### config.mk
export PLATFORM = sky130hd
export DESIGN_NAME = pipe_control_unit_flat
export DESIGN_NICKNAME = d
export VERILOG_FILES = /design/src/rtl/pipe_control_unit_if.sv /design/src/rtl/pipe_control_unit.sv /design/src/flat_wrapper.sv
export SDC_FILE = /design/constraint.sdc
export NUM_CORES = 1
export LEC_CHECK = 0
export ABC_AREA = 1
export ABC_CLOCK_PERIOD_IN_PS = 1600
export BUFFER_PORTS_ARGS = -buffer_cell sky130_fd_sc_hd__buf_2
export CAP_MARGIN = 20
export CORE_MARGIN = 3
export CORE_UTILIZATION = 31
export CTS_CLUSTER_DIAMETER = 120
export DETAILED_ROUTE_END_ITERATION = 8
export GPL_ROUTABILITY_DRIVEN = 0
export PLACE_DENSITY = 0.57
export SLEW_MARGIN = 5
export SYNTH_ARGS = -nofsm -noshare
export SYNTH_HDL_FRONTEND = slang
export SYNTH_SLANG_ARGS = --single-unit
### constraint.sdc
create_clock -name i_clk -period 1.6 [get_ports i_clk]
set_clock_uncertainty 0.1 [all_clocks]
set_input_delay 0.24 -clock i_clk [delete_from_list [all_inputs] [get_ports i_clk]]
set_output_delay 0.24 -clock i_clk [all_outputs]
set_load 0.005 [all_outputs]
### src/rtl/pipe_control_unit_if.sv
// Decoder-to-datapath bundle for the pipelined control unit.
// Master drives D-stage fields and the zero flag; slave returns controls.
interface pipe_control_unit_if #(
  parameter int OPCODE_W = 4,
  parameter int REG_AW   = 3,
  parameter int ALUF_W   = 2
);
  logic                i_valid;
  logic [OPCODE_W-1:0] i_opcode;
  logic [REG_AW-1:0]   i_rs1;
  logic [REG_AW-1:0]   i_rs2;
  logic [REG_AW-1:0]   i_rd;
  logic                i_zeroE;
  logic [ALUF_W-1:0]   o_aluE;
  logic                o_immE;
  logic                o_memWriteM;
  logic                o_memToRegW;
  logic                o_regWriteW;
  logic [REG_AW-1:0]   o_rdW;
  logic [1:0]          o_fwdA;
  logic [1:0]          o_fwdB;
  logic                o_stallF;
  logic                o_stallD;
  logic                o_flushD;
  logic                o_flushE;
  logic                o_illegal;

  modport master (
    output i_valid, i_opcode, i_rs1, i_rs2, i_rd, i_zeroE,
    input  o_aluE, o_immE, o_memWriteM, o_memToRegW,
    input  o_regWriteW, o_rdW, o_fwdA, o_fwdB,
    input  o_stallF, o_stallD, o_flushD, o_flushE, o_illegal
  );

  modport slave (
    input  i_valid, i_opcode, i_rs1, i_rs2, i_rd, i_zeroE,
    output o_aluE, o_immE, o_memWriteM, o_memToRegW,
    output o_regWriteW, o_rdW, o_fwdA, o_fwdB,
    output o_stallF, o_stallD, o_flushD, o_flushE, o_illegal
  );
endinterface

### src/rtl/pipe_control_unit.sv
// Pipelined opcode decoder: D decode, E/M/W control registers,
// load-use stall, taken-branch flush and E-stage forwarding selects.
module pipe_control_unit #(
  parameter int OPCODE_W = 4,
  parameter int REG_AW   = 3,
  parameter int ALUF_W   = 2
) (
  input logic               i_clk,
  input logic               i_rstn,
  pipe_control_unit_if.slave bus
);

  typedef struct packed {
    logic              branch;
    logic              regWrite;
    logic              memWrite;
    logic              memToReg;
    logic              imm;
    logic              isSw;
    logic              illegal;
    logic [ALUF_W-1:0] alu;
    logic [REG_AW-1:0] rs1;
    logic [REG_AW-1:0] rs2;
    logic [REG_AW-1:0] rd;
  } stage_t;

  stage_t decD;
  stage_t stE;
  stage_t stM;
  stage_t stW;
  logic   usesRs2D;
  logic   loadUse;
  logic   takenE;
  logic   unusedW;

  // Decode the D-stage opcode; invalid slots become NOPs.
  always_comb begin
    decD     = '0;
    usesRs2D = 1'b0;
    decD.rs1 = bus.i_rs1;
    decD.rs2 = bus.i_rs2;
    decD.rd  = bus.i_rd;
    if (bus.i_valid) begin
      case (bus.i_opcode)
        OPCODE_W'(1): begin
          decD.regWrite = 1'b1;
          usesRs2D      = 1'b1;
        end
        OPCODE_W'(2): begin
          decD.regWrite = 1'b1;
          decD.alu      = ALUF_W'(1);
          usesRs2D      = 1'b1;
        end
        OPCODE_W'(3): begin
          decD.regWrite = 1'b1;
          decD.alu      = ALUF_W'(2);
          usesRs2D      = 1'b1;
        end
        OPCODE_W'(4): begin
          decD.regWrite = 1'b1;
          decD.alu      = ALUF_W'(3);
          usesRs2D      = 1'b1;
        end
        OPCODE_W'(5): begin
          decD.regWrite = 1'b1;
          decD.imm      = 1'b1;
        end
        OPCODE_W'(6): begin
          decD.regWrite = 1'b1;
          decD.memToReg = 1'b1;
          decD.imm      = 1'b1;
        end
        OPCODE_W'(7): begin
          decD.memWrite = 1'b1;
          decD.imm      = 1'b1;
          decD.isSw     = 1'b1;
          usesRs2D      = 1'b1;
        end
        OPCODE_W'(8): begin
          decD.branch = 1'b1;
          decD.alu    = ALUF_W'(1);
          usesRs2D    = 1'b1;
        end
        default: decD.illegal = (bus.i_opcode >= OPCODE_W'(9));
      endcase
    end
  end

  // Load in E whose result D needs now; register 0 never hazards.
  assign loadUse = stE.memToReg && (stE.rd != '0) &&
                   ((stE.rd == bus.i_rs1) ||
                    ((stE.rd == bus.i_rs2) && usesRs2D));

  assign takenE = stE.branch && bus.i_zeroE;

  // Advance the control pipe; stall or flush inserts a bubble into E.
  always_ff @(posedge i_clk or negedge i_rstn) begin
    if (!i_rstn) begin
      stE <= '0;
      stM <= '0;
      stW <= '0;
    end else begin
      stE <= (takenE || loadUse) ? '0 : decD;
      stM <= stE;
      stW <= stM;
    end
  end

  function automatic logic [1:0] fwdSel(
    input logic [REG_AW-1:0] rs,
    input stage_t            m,
    input stage_t            w
  );
    if (m.regWrite && (m.rd != '0) && (m.rd == rs)) return 2'b10;
    if (w.regWrite && (w.rd != '0) && (w.rd == rs)) return 2'b01;
    return 2'b00;
  endfunction

  // Operand selects for E; immediate B ignores forwarding except stores.
  always_comb begin
    bus.o_fwdA = fwdSel(stE.rs1, stM, stW);
    bus.o_fwdB = fwdSel(stE.rs2, stM, stW);
    if (stE.imm && !stE.isSw) bus.o_fwdB = 2'b00;
  end

  assign bus.o_flushD    = takenE;
  assign bus.o_flushE    = takenE;
  assign bus.o_stallF    = loadUse && !takenE;
  assign bus.o_stallD    = loadUse && !takenE;
  assign bus.o_aluE      = stE.alu;
  assign bus.o_immE      = stE.imm;
  assign bus.o_illegal   = stE.illegal;
  assign bus.o_memWriteM = stM.memWrite;
  assign bus.o_memToRegW = stW.memToReg;
  assign bus.o_regWriteW = stW.regWrite;
  assign bus.o_rdW       = stW.rd;

  // W-stage fields carried for completeness but not consumed here.
  assign unusedW = ^{stW.branch, stW.memWrite, stW.imm, stW.isSw,
                     stW.illegal, stW.alu, stW.rs1, stW.rs2};

endmodule

### src/flat_wrapper.sv
// flat-port wrapper written by rule: the top's interface ports become plain ports
module pipe_control_unit_flat 
#(
  parameter int OPCODE_W = 4,
  parameter int REG_AW   = 3,
  parameter int ALUF_W   = 2
)
  (i_clk, i_rstn, bus_i_valid, bus_i_opcode, bus_i_rs1, bus_i_rs2, bus_i_rd, bus_i_zeroE, bus_o_aluE, bus_o_immE, bus_o_memWriteM, bus_o_memToRegW, bus_o_regWriteW, bus_o_rdW, bus_o_fwdA, bus_o_fwdB, bus_o_stallF, bus_o_stallD, bus_o_flushD, bus_o_flushE, bus_o_illegal);
  pipe_control_unit_if #(.OPCODE_W(OPCODE_W), .REG_AW(REG_AW), .ALUF_W(ALUF_W)) bus_i ();
  input logic i_clk;
  input logic i_rstn;
  input wire logic [$bits(bus_i.i_valid)-1:0] bus_i_valid;
  input wire logic [$bits(bus_i.i_opcode)-1:0] bus_i_opcode;
  input wire logic [$bits(bus_i.i_rs1)-1:0] bus_i_rs1;
  input wire logic [$bits(bus_i.i_rs2)-1:0] bus_i_rs2;
  input wire logic [$bits(bus_i.i_rd)-1:0] bus_i_rd;
  input wire logic [$bits(bus_i.i_zeroE)-1:0] bus_i_zeroE;
  output wire logic [$bits(bus_i.o_aluE)-1:0] bus_o_aluE;
  output wire logic [$bits(bus_i.o_immE)-1:0] bus_o_immE;
  output wire logic [$bits(bus_i.o_memWriteM)-1:0] bus_o_memWriteM;
  output wire logic [$bits(bus_i.o_memToRegW)-1:0] bus_o_memToRegW;
  output wire logic [$bits(bus_i.o_regWriteW)-1:0] bus_o_regWriteW;
  output wire logic [$bits(bus_i.o_rdW)-1:0] bus_o_rdW;
  output wire logic [$bits(bus_i.o_fwdA)-1:0] bus_o_fwdA;
  output wire logic [$bits(bus_i.o_fwdB)-1:0] bus_o_fwdB;
  output wire logic [$bits(bus_i.o_stallF)-1:0] bus_o_stallF;
  output wire logic [$bits(bus_i.o_stallD)-1:0] bus_o_stallD;
  output wire logic [$bits(bus_i.o_flushD)-1:0] bus_o_flushD;
  output wire logic [$bits(bus_i.o_flushE)-1:0] bus_o_flushE;
  output wire logic [$bits(bus_i.o_illegal)-1:0] bus_o_illegal;
  assign bus_i.i_valid = bus_i_valid;
  assign bus_i.i_opcode = bus_i_opcode;
  assign bus_i.i_rs1 = bus_i_rs1;
  assign bus_i.i_rs2 = bus_i_rs2;
  assign bus_i.i_rd = bus_i_rd;
  assign bus_i.i_zeroE = bus_i_zeroE;
  assign bus_o_aluE = bus_i.o_aluE;
  assign bus_o_immE = bus_i.o_immE;
  assign bus_o_memWriteM = bus_i.o_memWriteM;
  assign bus_o_memToRegW = bus_i.o_memToRegW;
  assign bus_o_regWriteW = bus_i.o_regWriteW;
  assign bus_o_rdW = bus_i.o_rdW;
  assign bus_o_fwdA = bus_i.o_fwdA;
  assign bus_o_fwdB = bus_i.o_fwdB;
  assign bus_o_stallF = bus_i.o_stallF;
  assign bus_o_stallD = bus_i.o_stallD;
  assign bus_o_flushD = bus_i.o_flushD;
  assign bus_o_flushE = bus_i.o_flushE;
  assign bus_o_illegal = bus_i.o_illegal;
  pipe_control_unit #(.OPCODE_W(OPCODE_W), .REG_AW(REG_AW), .ALUF_W(ALUF_W)) u_core (.i_clk(i_clk), .i_rstn(i_rstn), .bus(bus_i));
endmodule
==> flow_metrics.py, run 1 <==
metrics = {
    "critical_path": {
        "crit_arrival_ps": 1400,
        "reg2reg_from": "u_core.stE[2]",
        "endpoint_kind": "output pin",
        "critical_path_class": "reg -> out",
        "crit_family": "flip-flops",
        "critPathLaunchType": "flop",
        "slowest_stage": "dfrtp_2",
        "cp_max_fo": 4,
        "timing.critical_path.buf_inv": 1,
        "critPathRequiredTime_ps": 1260,
        "crit_chain": "xor2_1 -> nor3_1 -> nand2_1 -> nand2_1 -> nor2_1 -> buf_2",
        "max_stage_delay_ps": 450,
        "crit_path_frequent_cell": "nand2_1",
        "critPathLaunch": "u_core.stM[2]",
    },
    "pwr": {
        "p_leak_nw": 0.8972,
        "p_total_mw": 1.502,
        "power_density_mw_per_mm2": 899.3,
        "ir_drop_mv": 0.2753,
    },
    "die": {
        "rows": 23,
        "die_w_um": 72.18,
        "die_y_um": 72.18,
        "start_util_pct": 32.99,
        "boundaryPins": 35,
        "coreArea_mm2": 0.004115,
        "dieArea_mm2": 0.005209,
    },
    "route": {
        "initialDrtViolationCount": 24,
        "drc": 0,
        "vias": 990,
        "drt-total-wl_mm": 2.373,
        "routedWlPerCell_um": 10.06,
        "final_antenna_net_count": 0,
        "first_pass_iters": 4,
        "routed_via_density": 4.195,
    },
    "cells_and_area": {
        "fin_nets": 204,
        "fillerInstances": 408,
        "multi_input_area_um2": 520.5,
        "seqCellArea_um2": 704.4,
        "area_delta_synth_final_pct": 23.04,
        "insertedDiodeCount": 0,
        "final_cell_mix": "buf_2, dfrtp_1, nand2_1",
        "layout_commonest_cell": "buf_2",
        "drive_gt1_share_pct": 36.56,
    },
    "grt": {
        "grt_first_pass_wirelength_mm": 3.877,
        "grt-ovfl-total": 0,
        "grt_pass1_vias": 922,
        "grt_use_total_pct": 9.486,
        "grt_antenna_before_repair": 0,
        "grt_max_degree": 29,
    },
    "cts": {
        "cts_root_buffer": "clkbuf_8",
        "h-tree-depth": 1,
        "clock_sinks": 28,
        "clk_pin_slew_worst_paths_ps": 90,
        "max-clock-path-buffers": 2,
        "cts_tree": "done",
        "cts_buffers": 3,
        "insertion_delay_ps": 270,
    },
    "worst_hold_path": {
        "min_from": "bus_i_rd[0]",
        "hp-class": "in -> reg",
    },
    "synth": {
        "syn_avg_cell_area_um2": 9.235,
        "ys_warn_count": 0,
        "synth.cell_area_mm2": 0.001358,
        "syn_nets": 164,
        "ys_ff_latch": 28,
        "syn_inst": 147,
        "seq_area_frac_synth_pct": 51.61,
        "synth.distinct_cells": 22,
    },
    "timing": {
        "rsz0062_at_grt": "true",
        "finalMaxSlewViolations": 0,
        "slew_headroom_pct": 58.45,
        "post-route-period-util_pct": 108.7,
        "tightest_slew_ps": 623.3,
        "fin_ws_ps": -139.3,
        "max_freq_mhz": 575.0,
        "fin_crit_ps": 1739,
        "setup-tns-final_ps": -633.4,
        "setup_viol": 6,
        "hold_viol": 0,
    },
    "placed_design": {
        "hpwlAfterDp_mm": 1.821,
        "place.port_buffers": 34,
    },
    "outcome": {
        "violations": "negative setup slack",
        "status": "finished, violations left",
    },
    "job": {
        "max_cap_viol_count": 0,
    },
}
==> final timing paths <==
path	end	slack (ps)	cells past startpoint
worst max-delay path	bus_o_fwdB[0]	-140	6
worst min-delay path	u_core.stE[0]	60	3
worst max register to register	u_core.stE[4]	10	8
worst min register to register	u_core.stM[16]	260	0
max in group asynchronous	u_core.stE[0]	550	2
min in group asynchronous	u_core.stE[2]	410	2
==> final cells by class <==
class | count | share of cell area (%)
repair buffers | 41 | 13.48
well taps | 50 | 3.745
clock inverters | 1 | 1.798
flip-flops and latches | 28 | 42.17
clock buffers | 3 | 2.472
inverters | 23 | 5.169
multi-input cells | 90 | 31.16
==> worst register-to-register path: cells and delay by family, from the launching register on <==
kind	cells	cell delay [ps]
simple gates	5	560
flops	1	410
buf+inv	2	280
xor+xnor	1	140
==> flip-flops by register name, indices dropped and copies added (netlist names) <==
register,cells
u_core.stE,13
u_core.stM,5
u_core.bus.o_rdW,3
u_core.bus.o_aluE,2
u_core.bus.o_illegal,1
u_core.bus.o_immE,1
u_core.bus.o_memToRegW,1
u_core.bus.o_memWriteM,1
u_core.bus.o_regWriteW,1
==> cells by family after synthesis <==
| family | after synthesis | synth area share (%) |
|---|---|---|
| compound gates | 7 | 3.686 |
| buf+inv | 29 | 10.60 |
| xor+xnor | 15 | 9.678 |
| flops | 28 | 51.61 |
| simple gates | 68 | 24.42 |
==> metal layers <==
layer | vias up | wire [µm] | GRT usage, %
met5 | - | 0 | 0
met4 | 0 | 13 | 3.132
met3 | 2 | 179 | 1.662
met2 | 38 | 1030 | 14.86
met1 | 434 | 1149 | 13.28
li1 | 516 | - | -
==> metrics by stage <==
| stage | utilization [%] | worst slack, ps | cells | hold WS (ps) | cell area [µm²] |
|---|---|---|---|---|---|
| 3_3_place_gp | 37.43 | 116.0 | 226 | 193.7 | 1540 |
| 5_1_grt | 40.59 | -266.2 | 236 | 82.65 | 1670 |
| 3_5_place_dp | 37.43 | 98.67 | 226 | 203.3 | 1540 |
| 6_report | 40.59 | -139.3 | 236 | 62.93 | 1670 |
| 4_1_cts | 39.83 | -175.4 | 233 | 58.73 | 1639 |
| 2_1_floorplan | - | 130.1 | 147 | -155.6 | 1358 |
==> synthesized netlist by cell type, drive strengths merged <==
cell / count / area, µm²
a21oi: 1 / 8.760
buf: 6 / 57.56
dfrtp: 28 / 700.7
nor3: 2 / 10.01
a31oi: 2 / 12.51
nand3: 9 / 45.04
nand2: 26 / 110.1
inv: 23 / 86.33
nand4: 1 / 6.260
xor2: 6 / 52.55
xnor2: 9 / 78.83
nor2: 29 / 153.9
o31a: 1 / 8.760
o31ai: 2 / 15.01
o21ai: 1 / 5.000
or2: 1 / 6.260
==> timing repair <==
item                                    4_1_cts  5_1_grt
endpoints found under the hold margin        28        0
pin swaps                                     5       11
gates cloned                                  0        0
setup buffers                                 2        3
hold buffers                                  1        0
endpoints found under the setup margin        6       23
gates resized for setup                       2        5
==> where the power goes <==
| part | leakage [nW] | switching, mW | internal [mW] |
|---|---|---|---|
| logic | 0.512 | 0.0950 | 0.0888 |
| registers | 0.349 | 0.0300 | 0.741 |
| clock network | 0.0357 | 0.213 | 0.335 |
| total | 0.897 | 0.338 | 1.16 |
Note: power is estimated with default switching activity, not from simulation.
==> run 2: changes to the inputs <==
--- a/config.mk
+++ b/config.mk
@@ -8,14 +8,13 @@
 export ABC_AREA = 1
 export ABC_CLOCK_PERIOD_IN_PS = 1600
 export BUFFER_PORTS_ARGS = -buffer_cell sky130_fd_sc_hd__buf_2
-export CAP_MARGIN = 20
+export CAP_MARGIN = 15
 export CORE_MARGIN = 3
 export CORE_UTILIZATION = 31
 export CTS_CLUSTER_DIAMETER = 120
 export DETAILED_ROUTE_END_ITERATION = 8
 export GPL_ROUTABILITY_DRIVEN = 0
-export PLACE_DENSITY = 0.57
-export SLEW_MARGIN = 5
+export PLACE_DENSITY = 0.55
 export SYNTH_ARGS = -nofsm -noshare
 export SYNTH_HDL_FRONTEND = slang
 export SYNTH_SLANG_ARGS = --single-unit
==> flow_metrics.py, run 2 (synthesis results as in run 1) <==
metrics = {
    "grt": {
        "grt_first_pass_wirelength_mm": 3.939,
        "grt_use_total_pct": 9.454,
        "grt_max_degree": 29,
        "grt-ovfl-total": 0,
        "grt_pass1_vias": 924,
        "grt_antenna_before_repair": 0,
    },
    "die": {
        "coreArea_mm2": 0.004115,
        "rows": 23,
        "die_y_um": 72.18,
        "boundaryPins": 35,
        "die_w_um": 72.18,
        "start_util_pct": 32.99,
        "dieArea_mm2": 0.005209,
    },
    "critical_path": {
        "crit_arrival_ps": 1420,
        "reg2reg_from": "u_core.stE[0]",
        "critPathLaunch": "u_core.stE[0]",
        "endpoint_kind": "output pin",
        "r2r_slack_ps": -10,
        "critical_path_class": "reg -> out",
        "cp_max_fo": 4,
        "r2r_cells": 10,
        "reg2reg_to": "u_core.stE[4]",
        "critPathRequiredTime_ps": 1260,
        "critPathLaunchType": "flop",
    },
    "timing": {
        "finalMaxSlewViolations": 0,
        "hold_viol": 0,
        "rsz0062_at_grt": "true",
        "tightest_slew_ps": 601.3,
        "fin_crit_ps": 1759,
        "post-route-period-util_pct": 109.9,
        "hold-worst-slack_ps": 76.77,
        "setup_viol": 11,
        "max_freq_mhz": 568.4,
        "setup-tns-final_ps": -710.1,
        "slew_headroom_pct": 59.91,
        "fin_ws_ps": -159.2,
    },
    "cts": {
        "max-clock-path-buffers": 2,
        "clock_sinks": 28,
        "clk_pin_slew_worst_paths_ps": 80,
        "h-tree-depth": 1,
        "insertion_delay_ps": 270,
        "cts_buffers": 3,
        "cts_root_buffer": "clkbuf_8",
        "cts_tree": "done",
    },
    "outcome": {
        "status": "finished, violations left",
        "violations": "negative setup slack",
    },
    "cells_and_area": {
        "seqCellArea_um2": 704.4,
        "fin_area_mm2": 0.001647,
        "fin_nets": 201,
        "final_cell_mix": "buf_2, dfrtp_1, nand2_1",
        "insertedDiodeCount": 0,
        "largest_reg_flops": 13,
        "regMostFlops": "u_core.stE",
        "instances_no_fill": 233,
        "multi_input_area_um2": 535.5,
        "fillerInstances": 433,
        "layout_commonest_cell": "buf_2",
        "area_delta_synth_final_pct": 21.29,
        "drive_gt1_share_pct": 36.61,
    },
    "pwr": {
        "p_clk_share_pct": 30.6,
        "power_density_mw_per_mm2": 836.0,
        "seqPwrFrac_pct": 56.1,
        "p_leak_nw": 0.8847,
        "pwr-share-comb_pct": 13.2,
        "swShare_pct": 23.95,
        "netSwitchingPower_mw": 0.3296,
        "p_int_mw": 1.047,
        "ir_drop_mv": 0.3265,
    },
    "worst_hold_path": {
        "min_to": "u_core.stE[1]",
        "min_from": "bus_i_rd[1]",
        "min_path_cells": 3,
        "hp-class": "in -> reg",
    },
    "route": {
        "initialDrtViolationCount": 14,
        "drt-total-wl_mm": 2.405,
        "routed_via_density": 4.120,
        "routedWlPerCell_um": 10.32,
        "vias": 960,
        "final_antenna_net_count": 0,
        "first_pass_iters": 4,
        "drc": 0,
    },
    "placed_design": {
        "placed_area_mm2": 0.001540,
        "hpwlAfterDp_mm": 1.828,
        "numPlacedInstances": 226,
        "place.port_buffers": 34,
    },
    "job": {
        "max_cap_viol_count": 0,
    },
}
## run 2: cell count changes in the layout (fill, tap and decap cells not counted), sizes merged
cell	delta
clkbuf	+1
buf	-3
bufinv	-1
## run 2: area by class of cell
type                    count  share of cell area (%)
repair buffers             38                   12.31
multi-input cells          90                   32.52
inverters                  23                   5.243
clock buffers               4                   3.343
flip-flops and latches     28                   42.78
well taps                  50                   3.799
## run 2: stage by stage
step / utilization (%) / setup slack, ps / power [mW]
2_1_floorplan: - / 130.1 / 0.8906
3_3_place_gp: 37.43 / 86.19 / 0.9586
3_5_place_dp: 37.43 / 78.71 / 0.9587
4_1_cts: 39.56 / -193.3 / 1.390
5_1_grt: 40.01 / -290.8 / 1.449
6_report: 40.01 / -159.2 / 1.376
## run 2: worst max-delay path, stage by stage (launching register included)
cell and delay (ps):
dfrtp_1 430, inv_1 80, nand2_1 60, nand3_1 70
nor2_1 100, nand3_1 70, nand2_1 80, nand2_2 60
nor2_2 90, buf_2 120
## run 2: per-layer routing
| metal | vias up | GRT usage, % | part of all wire (%) |
|---|---|---|---|
| met5 | - | 0 | 0 |
| li1 | 512 | - | - |
| met3 | 4 | 2.078 | 7.7 |
| met4 | 0 | 3.132 | 1.0 |
| met2 | 37 | 14.66 | 45 |
| met1 | 407 | 13.09 | 46 |
## run 2: power by group through the flow
stage,Combinational [mW],Clock [mW],Sequential [mW]
floorplan,0.111,0,0.780
global placement,0.174,0,0.785
detailed placement,0.173,0,0.785
CTS,0.179,0.439,0.772
global route,0.206,0.464,0.779
finish,0.182,0.422,0.773
## run 2: worst max-delay path by stage
stage | to
detailed placement | bus_o_stallD
floorplan | bus_o_stallF
global route | bus_o_stallD
finish | bus_o_stallD
global placement | bus_o_stallD
CTS | bus_o_stallD
## run 2: repair_timing
item,in CTS,in global routing
buffers inserted,2,0
setup endpoints to repair,6,23
gates cloned,0,0
pin swaps,7,5
gates resized for setup,3,6
hold buffers,1,0
endpoints found under the hold margin,28,0
==> run 3: changes to the inputs <==
--- a/config.mk
+++ b/config.mk
@@ -9,7 +9,7 @@
 export ABC_CLOCK_PERIOD_IN_PS = 1600
 export BUFFER_PORTS_ARGS = -buffer_cell sky130_fd_sc_hd__buf_2
 export CAP_MARGIN = 15
-export CORE_MARGIN = 3
+export CORE_MARGIN = 2
 export CORE_UTILIZATION = 31
 export CTS_CLUSTER_DIAMETER = 120
 export DETAILED_ROUTE_END_ITERATION = 8
==> flow_metrics.py, run 3 (synthesis results as in run 1) <==
metrics = {
    "outcome": {
        "status": "finished, violations left",
        "violations": "negative setup slack",
    },
    "die": {
        "dieArea_mm2": 0.004925,
        "die_y_um": 70.18,
        "rows": 24,
        "die_w_um": 70.18,
        "start_util_pct": 31.61,
        "boundaryPins": 35,
        "coreArea_mm2": 0.004294,
    },
    "critical_path": {
        "r2r_slack_ps": 110,
        "slowest_stage": "dfrtp_2",
        "crit_path_frequent_cell": "nand2_1",
        "max_stage_delay_ps": 450,
        "critPathLaunch": "u_core.stE[0]",
        "timing.critical_path.buf_inv": 1,
        "reg2reg_from": "u_core.stE[0]",
        "r2r_cells": 8,
        "endpoint_kind": "output pin",
        "crit_arrival_ps": 1410,
        "crit_family": "flip-flops",
        "crit_chain": "a21oi_2 -> nand2_1 -> nor2_1 -> nand3_1 -> nand2_1 -> nand2_2 -> nor2_2 -> buf_2",
        "critPathLaunchType": "flop",
        "reg2reg_to": "u_core.stE[5]",
        "critPathRequiredTime_ps": 1260,
        "cp_max_fo": 4,
        "critical_path_class": "reg -> out",
    },
    "pwr": {
        "pwr-share-comb_pct": 12.0,
        "seqPwrFrac_pct": 51.8,
        "netSwitchingPower_mw": 0.3310,
        "p_int_mw": 1.162,
        "power_density_mw_per_mm2": 898.0,
        "swShare_pct": 22.17,
        "p_leak_nw": 0.8829,
        "ir_drop_mv": 0.3055,
        "p_clk_share_pct": 36.1,
        "p_total_mw": 1.493,
    },
    "timing": {
        "post-route-period-util_pct": 109.5,
        "setup-tns-final_ps": -611.0,
        "tightest_slew_ps": 582.3,
        "hold_viol": 0,
        "hold-worst-slack_ps": 66.45,
        "max_freq_mhz": 570.7,
        "finalMaxSlewViolations": 0,
        "fin_ws_ps": -152.1,
        "setup_viol": 6,
        "rsz0062_at_grt": "true",
        "slew_headroom_pct": 61.18,
        "fin_crit_ps": 1752,
    },
    "cells_and_area": {
        "drive_gt1_share_pct": 37.16,
        "insertedDiodeCount": 0,
        "area_delta_synth_final_pct": 22.49,
        "fin_util_pct": 38.72,
        "fillerInstances": 454,
        "final_cell_mix": "buf_2, dfrtp_1, nand2_1",
        "largest_reg_flops": 13,
        "fin_nets": 201,
        "layout_commonest_cell": "buf_2",
        "regMostFlops": "u_core.stE",
    },
    "worst_hold_path": {
        "min_from": "bus_i_rd[0]",
        "hp-class": "in -> reg",
        "min_path_cells": 3,
        "min_to": "u_core.stE[0]",
    },
    "route": {
        "drc": 0,
        "first_pass_iters": 4,
        "drt-total-wl_mm": 2.282,
        "initialDrtViolationCount": 68,
        "final_antenna_net_count": 0,
        "routed_via_density": 4.115,
        "routedWlPerCell_um": 9.711,
        "vias": 967,
    },
    "cts": {
        "max-clock-path-buffers": 2,
        "h-tree-depth": 1,
        "cts_tree": "done",
        "clock_sinks": 28,
        "insertion_delay_ps": 270,
        "clk_pin_slew_worst_paths_ps": 90,
        "cts_buffers": 3,
        "cts_root_buffer": "clkbuf_8",
    },
    "grt": {
        "grt_max_degree": 29,
        "grt_first_pass_wirelength_mm": 4.077,
        "grt-ovfl-total": 0,
        "grt_antenna_before_repair": 0,
        "grt_pass1_vias": 917,
        "grt_use_total_pct": 10.30,
    },
    "job": {
        "max_cap_viol_count": 0,
    },
    "placed_design": {
        "place.port_buffers": 34,
        "pre_cts_ws_ps": 80.55,
        "hpwlAfterDp_mm": 1.804,
    },
}
[run 3: cell count changes in the layout (fill, tap and decap cells not counted)]
cell       previous run  this run
inv_2                 3         5
xnor2_2               1         0
xnor2_1               8         9
o31ai_2               1         0
bufinv_16             0         1
o31ai_4               0         1
dfrtp_2               3         4
inv_1                20        18
nor3_1                1         2
clkbuf_8              4         3
nor3_2                1         0
dfrtp_1              25        24
[run 3: area by class of cell]
cell class / count / area (µm²) / share of cell area [%]
timing repair buffer: 38 / 202.7 / 12.19
clock buffer: 3 / 41.29 / 2.483
inverter: 23 / 86.33 / 5.192
multi-input combinational: 90 / 531.8 / 31.98
clock inverter: 1 / 30.03 / 1.806
sequential: 28 / 705.7 / 42.44
tap: 52 / 65.06 / 3.913
[run 3: worst min-delay path, cell delays in order]
cell and delay (ps):
buf_2 90, inv_1 40, nor2_1 40
[run 3: power by group through the flow]
stage          sequential [mW]  combinational [mW]  clock, mW
3_5_place_dp             0.785               0.174          0
2_1_floorplan            0.780               0.111          0
5_1_grt                  0.780               0.206      0.592
6_report                 0.774               0.180      0.539
3_3_place_gp             0.785               0.174          0
4_1_cts                  0.771               0.182      0.556
[run 3: routing by layer]
metal  part of all wire, %  GRT usage [%]
met4                   1.2          4.487
met1                    49          14.67
met2                    46          15.87
met3                   4.2          1.154
met5                     0              0
[run 3: per-stage QoR]
| stage | instances | cell area (µm²) |
|---|---|---|
| 2_1_floorplan | 147 | 1358 |
| 3_3_place_gp | 228 | 1543 |
| 3_5_place_dp | 228 | 1543 |
| 4_1_cts | 235 | 1644 |
| 5_1_grt | 235 | 1663 |
| 6_report | 235 | 1663 |
[run 3: worst max path at each step]
stage	slack [ps]	depth (start not counted)	end
2_1_floorplan	130	10	bus_o_stallF
3_3_place_gp	100	9	u_core.stE[1]
3_5_place_dp	80	9	u_core.stE[3]
4_1_cts	-210	9	bus_o_stallD
5_1_grt	-300	8	bus_o_stallD
6_report	-150	8	bus_o_stallD
[run 3: what timing repair did]
action,CTS,global route
gates resized for setup,2,9
hold buffers,1,0
endpoints found under the setup margin,6,23
buffers inserted,2,0
pin swaps,5,3
hold endpoints to repair,28,0
